$ cat src/rtl/ssd_scan4.sv
// Four-digit multiplexed seven-segment scanner: shadows a packed BCD word and
// rotates it onto a shared active-low cathode bus. Optional: SSD_LEADING_ZERO_BLANK_EN.
module ssd_scan4 #(
  parameter int REFRESH_DIV = 100000
) (
  input  logic        clk,
  input  logic        rst_n,
  input  logic [15:0] bcd_in,
  input  logic        load,
  output logic [6:0]  cathodes,
  output logic [3:0]  anodes
);

  localparam int CNT_W = $clog2(REFRESH_DIV);

  logic [15:0]      shadow;
  logic [CNT_W-1:0] div_cnt;
  logic [1:0]       idx;
  logic [1:0]       idx_next;
  logic             tick;
  logic [3:0]       nibble;
  logic             blank;
  logic [6:0]       seg_next;

  assign tick     = (div_cnt == CNT_W'(REFRESH_DIV - 1));
  assign idx_next = idx + 2'd1;

  always_ff @(posedge clk or negedge rst_n) begin
    if (!rst_n) begin
      shadow <= 16'h0000;
    end else if (load) begin
      shadow <= bcd_in;
    end
  end

  always_ff @(posedge clk or negedge rst_n) begin
    if (!rst_n) begin
      div_cnt <= '0;
    end else if (tick) begin
      div_cnt <= '0;
    end else begin
      div_cnt <= div_cnt + 1'b1;
    end
  end

  always_comb begin
    nibble = shadow[3:0];
    case (idx_next)
      2'd0: nibble = shadow[3:0];
      2'd1: nibble = shadow[7:4];
      2'd2: nibble = shadow[11:8];
      2'd3: nibble = shadow[15:12];
      default: nibble = shadow[3:0];
    endcase
  end

`ifdef SSD_LEADING_ZERO_BLANK_EN
  // A digit is blank only when it and every more-significant nibble are zero.
  always_comb begin
    blank = 1'b0;
    case (idx_next)
      2'd1: blank = (shadow[15:4] == 12'h000);
      2'd2: blank = (shadow[15:8] == 8'h00);
      2'd3: blank = (shadow[15:12] == 4'h0);
      default: blank = 1'b0;
    endcase
  end
`else
  assign blank = 1'b0;
`endif

  always_comb begin
    seg_next = 7'b0111111;
    if (blank) begin
      seg_next = 7'b1111111;
    end else begin
      case (nibble)
        4'd0: seg_next = 7'b1000000;
        4'd1: seg_next = 7'b1111001;
        4'd2: seg_next = 7'b0100100;
        4'd3: seg_next = 7'b0110000;
        4'd4: seg_next = 7'b0011001;
        4'd5: seg_next = 7'b0010010;
        4'd6: seg_next = 7'b0000010;
        4'd7: seg_next = 7'b1111000;
        4'd8: seg_next = 7'b0000000;
        4'd9: seg_next = 7'b0010000;
        default: seg_next = 7'b0111111;
      endcase
    end
  end

  // Outputs are taken from the pre-edge shadow, so a load on a tick edge shows next slot.
  always_ff @(posedge clk or negedge rst_n) begin
    if (!rst_n) begin
      idx      <= 2'd3;
      anodes   <= 4'b1111;
      cathodes <= 7'b1111111;
    end else if (tick) begin
      idx      <= idx_next;
      anodes   <= ~(4'b0001 << idx_next);
      cathodes <= seg_next;
    end
  end

endmodule

$ cat config.mk
export PLATFORM = sky130hd
export DESIGN_NAME = ssd_scan4
export DESIGN_NICKNAME = d
export VERILOG_FILES = /design/src/rtl/ssd_scan4.sv
export SDC_FILE = /design/constraint.sdc
export NUM_CORES = 1
export LEC_CHECK = 0
export BUFFER_PORTS_ARGS = -buffer_cell sky130_fd_sc_hd__buf_2
export CORE_ASPECT_RATIO = 0.9
export CORE_UTILIZATION = 23
export DETAILED_ROUTE_END_ITERATION = 8
export PLACE_DENSITY_LB_ADDON = 0.1
export SYNTH_ARGS = -nofsm -noshare
export SYNTH_HDL_FRONTEND = slang
export SYNTH_SLANG_ARGS = --single-unit
$ cat constraint.sdc
create_clock -name clk -period 3.8 [get_ports clk]
set_clock_uncertainty 0.05 [all_clocks]
set_input_delay 0.57 -clock clk [delete_from_list [all_inputs] [get_ports clk]]
set_output_delay 0.57 -clock clk [all_outputs]
set_load 0.005 [all_outputs]
---- Yosys cells after proc, flatten, opt, wreduce, memory -nomap -nowiden ----
Memories as Yosys holds them, arrays and structs flattened. A register that Yosys moved wholly into a read port is not among the register bits.
Cells that the tools add are included.
word-level totals
  memories kept ........................... 1
  output and inout bits ................... 11
  memory bits (read-only) ................. 112
  input bits .............................. 19
  flip-flop bits (word level) ............. 39
operators by class
  bitwise logic cells ..................... 1
  reductions and logical operators ........ 2
  mux-type cells .......................... 2
  shift-type cells ........................ 1
  eq/ne operators ......................... 4
  add/subtract/negate cells ............... 2
memory list
  name             words  bits a word  rd ports  clocked after memory_dff  wr ports  RTL line  RTL
  (no name shown)  16     7            1         1                         0         77        case (nibble)
operators with widths
  operator                 number
  $add A17 B1 Y17 const B  1
  $eq A17 B17 Y1 const B   1
  $mux W17                 1
  $pmux W4 S4              1
  $eq A2 B2 Y1 const B     2
  $not A4 Y4               1
  $shl A1 B2 Y4 const A    1
  $add A2 B1 Y2 const B    1
  $eq A2 B1 Y1 const B     1
  $logic_not A2 Y1         1
  $logic_not A1 Y1         1

---- Logic depth before layout (Yosys ltp) ----
  depth after elaboration ................. 3
  mapped depth ............................ 8
  depth with buffers taken out ............ 8

---- Least setup slack after synthesis ----
No wires, ideal clock.
  path kind ............................... register -> register
  start point ............................. register idx[0]
  end point ............................... register cathodes[3]
  data required time ...................... 3.690 ns
  path slack .............................. 1.739 ns
  period minus slack after synthesis ...... 2.061 ns
  arrival ................................. 1.950 ns
  buffers on the path ..................... 0
  stages on the path, launching flop included .. 9
  cell sequence ........................... dfstp_2 > inv_1 > ha_1 > a222oi_1 > mux2i_1 > inv_1 > ha_1 > o21ai_0 > o22a_1
between the ends
  cells in the longest elaborated chain, start to end .. 3
ends and longest elaborated chain
  element                                     RTL line  RTL
  start, declared                             18        logic [1:0] idx;
  start signal, assigned                      100       idx <= idx_next;
  $add A2 B1 Y2 *                             26        assign idx_next = idx + 2'd1;
  named net idx_next[0]                       19        logic [1:0] idx_next;
  $eq A2 B2 Y1, or another cell as far along  48        case (idx_next)
  $pmux W4 S4 *                               48
  end, declared                               10        output logic [6:0] cathodes,
The timed path passes the listed nets; every way through them passes the cells marked *.
A chain may end at the register's enable or synchronous reset.

---- Worst setup path in the final report ----
  start point ............................. register idx[0]
  end point ............................... register cathodes[0]
Same word-level chain as after synthesis.

==> results.txt <==
The net count after synthesis is 218, and the cell area after synthesis is 2150 sq um. VDD sags by at most 112 uV. For this design the static power due to leakage is 1.09 nW. The normalized max-slew margin was 55.0%; the compound-cell area share of the yosys netlist was 9.20%. Data arrives at the worst endpoint at 2.58 ns. At the end of routability-driven placement, the weighted congestion stood at 0.707. The multiplexer share of the synthesized area was 8.15%; the remaining global-route overflow was 0. For the share of synthesized area occupied by flip-flops and latches, the log shows 54.3%. Startpoint class of the critical path: a flop.

The count of standard-cell rows came out at 33. After synthesis, the share of flip-flops with an asynchronous set or reset is 100%. After routing the design area is 2510 sq um. The run finished with clean final reports. For the max-slew violation count, the log shows 0. The reg-to-reg endpoint was cathodes[0].

In this run the standard cell core region covers 9080 sq um. The hold buffer count at cts was 0; the DRC violations left was 0. On the worst path, the slowest cell contributes a delay of 0.57 ns. The share of the synthesized area in the top cell type is 38.4%. Total I/O pin count: 30. The count of final hold-check violations is 0. The synthesized netlist devotes 5.24% of its cell area to adder and majority cells. Port buffering added 29 buffers.

The library cell used most frequently in the layout, excluding fill and tap cells, is dfrtp_1. TritonCTS built the clock tree. The total CTS buffers is 5. The net count of the finished layout is 249. Sorting the synthesized cells by area gives the leading types as dfrtp_1, dfstp_2, mux2_2. The die covers 9730 sq um. The number of standard cells in the layout, taps in and fillers out was 344. For this design, the slowest cell found on the critical path is dfstp_2.

For this block, the routed nets add up to 4470 microns of wire. The number of enable flip-flop cells after synthesis was 0; the worst reg-to-reg path cell count was 7. The critical path goes through inv_1 > ha_1 > a222oi_1 > mux2i_1 > o21ai_1 > a21bo_1 > o22a_1. In the final routed layout, each cell accounts on average for 13.0 microns. The clock-pin slew of the registers on the worst-case setup and hold paths was 0.10 ns; the utilization after layout was 27.6%. Once the floorplan was initialized, standard cells occupied 23.7% of the core.

The share of the synthesized netlist area taken by xor and xnor gates is 6.52%. Once placement completed, the tool counted placed cells totaling 336. The count of routing violations after the opening detailed-route iteration is 71.

The worst setup path is of the flop to flop kind. The number of global-route vias before repair is 1545. Synthesis instantiated 39 different standard cells from the library. HPWL after detailed placement: 3300 microns. The overall global routing resource usage was 10.5%. The reg-to-reg critical path startpoint is idx[0].

STA puts the critical path data required time at 3.98 ns. The tools report the overall power after layout as 0.000898 W. Setup violations remaining at the end of the flow were counted as 0. In the layout the commonest cells are dfrtp_1, buf_2, nand2_1.

The most used flip-flop cell after synthesis is dfrtp_1. For the maximum clock frequency, the log shows 418 MHz. Largest family of logic cells by synthesized area: simple AND/OR/NAND/NOR gates. Wire length of the first global-routing pass: 7770 microns.

Max-cap violations in this run came to 0. The buffer and inverter count on the worst path is 1, and the horizontal die dimension is 104 microns. The post-route netlist has 29.7% of its cells at a drive strength greater than 1. The smallest clock period supported by the final layout is computed as 2.39 ns. At the pin with the least slew margin, the transition time is 0.656 ns.

The maximum fanout along the worst path is 8. The placed standard-cell area is 2420 sq um. The detail route stage leaves a number of antenna-violating nets equal to 0. Setup repair after global routing left no endpoint under its margin.

Summing over every cut layer, the via total after detailed routing is 1434. Counting along the longest clock path gives a buffer depth of 2. Kind of cell adding the most delay to the critical path: compound AO/OA/AOI/OAI gates. Relative to the synthesized area, the layout overhead comes to 16.9%. The number of gates resized after CTS was 0. The final cycle utilization of the critical path is 62.9%.

The simple-gate portion of the synthesized area was 13.5%. The post-synthesis area per instance was 11.3 sq um. Clock latency on the worst-skew pair, taken at its later pin, is 0.30 ns. The synthesized instance count came out at 190. Minimum setup slack among reg-to-reg paths: 1.41 ns. The total iterations of the first detailed-routing run was 4; the register bit count reported by yosys was 46. The type of the tightest min-delay check was primary input to asynchronous set/reset pin.

Die span in y: 93.7 microns. The H-tree was split into 2 levels. The power density over the cells works out to 358 nW/um^2. The tree is rooted in a clkbuf_8. The via density per instance works out to 4.17. The number of antenna violations at the first check in global routing is 0, and the fill cell instance count of the final layout is 986. For this run, the number of Yosys warnings is 0.

The worst setup path is captured at a flop. Entering global routing, the biggest net connects 30 pins. For the final routed database, the setup TNS stands at 0 ns. For this design, the sink count on the clock tree is 46. The antenna cell count is 0. Top cell type by total area after synthesis: dfrtp_1.

Buffers added to address setup during post-CTS repair amount to 0.
-- per-layer routing --
metal,up-vias,wire length (microns),track usage [%]
li1,718,-,-
met2,19,1890,15.9
met3,4,144,2.77
met4,0,55,4.64
met1,693,2380,14.1
met5,-,0,0
-- registers in the layout, summed over array words and instances, names as in the netlist --
signal    cells
div_cnt      17
shadow       16
cathodes      7
anodes        4
idx           2
-- cells in the mapped netlist (2+ instances only) --
master     n
dfstp_2   13
nand4_1    3
nor2_1    15
a211oi_1   3
o22a_1     2
xnor2_1    9
xor2_1     7
o21ai_0   11
inv_1      9
nand2b_1   2
nor4_1     2
clkbuf_1   2
buf_4      2
ha_1       9
a21o_1     3
a222oi_1   4
mux2_2    12
nand3_1    8
nor3_1     2
dfrtp_1   33
nand2_1   18
mux2i_1    4
-- metrics by stage --
step           setup WS, ns  hold WS (ns)
2_1_floorplan          1.74         0.224
4_1_cts                1.39         0.155
6_report               1.41         0.145
5_1_grt                1.21         0.159
3_5_place_dp           1.42         0.417
3_3_place_gp           1.45         0.415
-- power breakdown --
part	switching (W)	total (W)	internal [W]
clock	0.000177	0.000306	0.000130
combinational	0.0000420	0.0000755	0.0000335
sequential	0.00000994	0.000516	0.000506
-- logic make-up (layout without fill, tap and decap cells) --
group                      count (synthesis)  in the layout
and+or+nand+nor                           59             59
adders and majority gates                  9              9
AOI/OAI and AO/OA                         29             29
DFF                                       46             46
xor gates and xnor gates                  16             16
buffers and inverters                     15             47
muxes                                     16             16
-- worst register-to-register path, cell delays in order (launching register included) --
cell and delay, ns:
dfstp_2 0.57, inv_1 0.08, ha_1 0.27, a222oi_1 0.37, mux2i_1 0.30, o21ai_1 0.26, a21bo_1 0.25, o22a_1 0.18
-- final cells by class --
class,count,area (sq um),area share [%]
Clock inverter,3,21.3,0.847
Clock buffer,5,68.8,2.74
Sequential cell,46,1170,46.5
Inverter,9,33.8,1.35
Multi-Input combinational cell,129,915,36.4
Tap cell,122,153,6.08
Timing Repair Buffer,30,153,6.08
-- worst max-delay path by stage --
stage / cells past startpoint / start / endpoint / slack (ns)
3_3_place_gp: 7 / idx[1] / cathodes[0] / 1.45
2_1_floorplan: 8 / idx[0] / cathodes[3] / 1.74
4_1_cts: 7 / idx[0] / cathodes[0] / 1.39
3_5_place_dp: 7 / idx[0] / cathodes[3] / 1.42
5_1_grt: 7 / idx[0] / cathodes[0] / 1.21
6_report: 7 / idx[0] / cathodes[0] / 1.41
No activity file was read; power rests on OpenSTA's default activity.
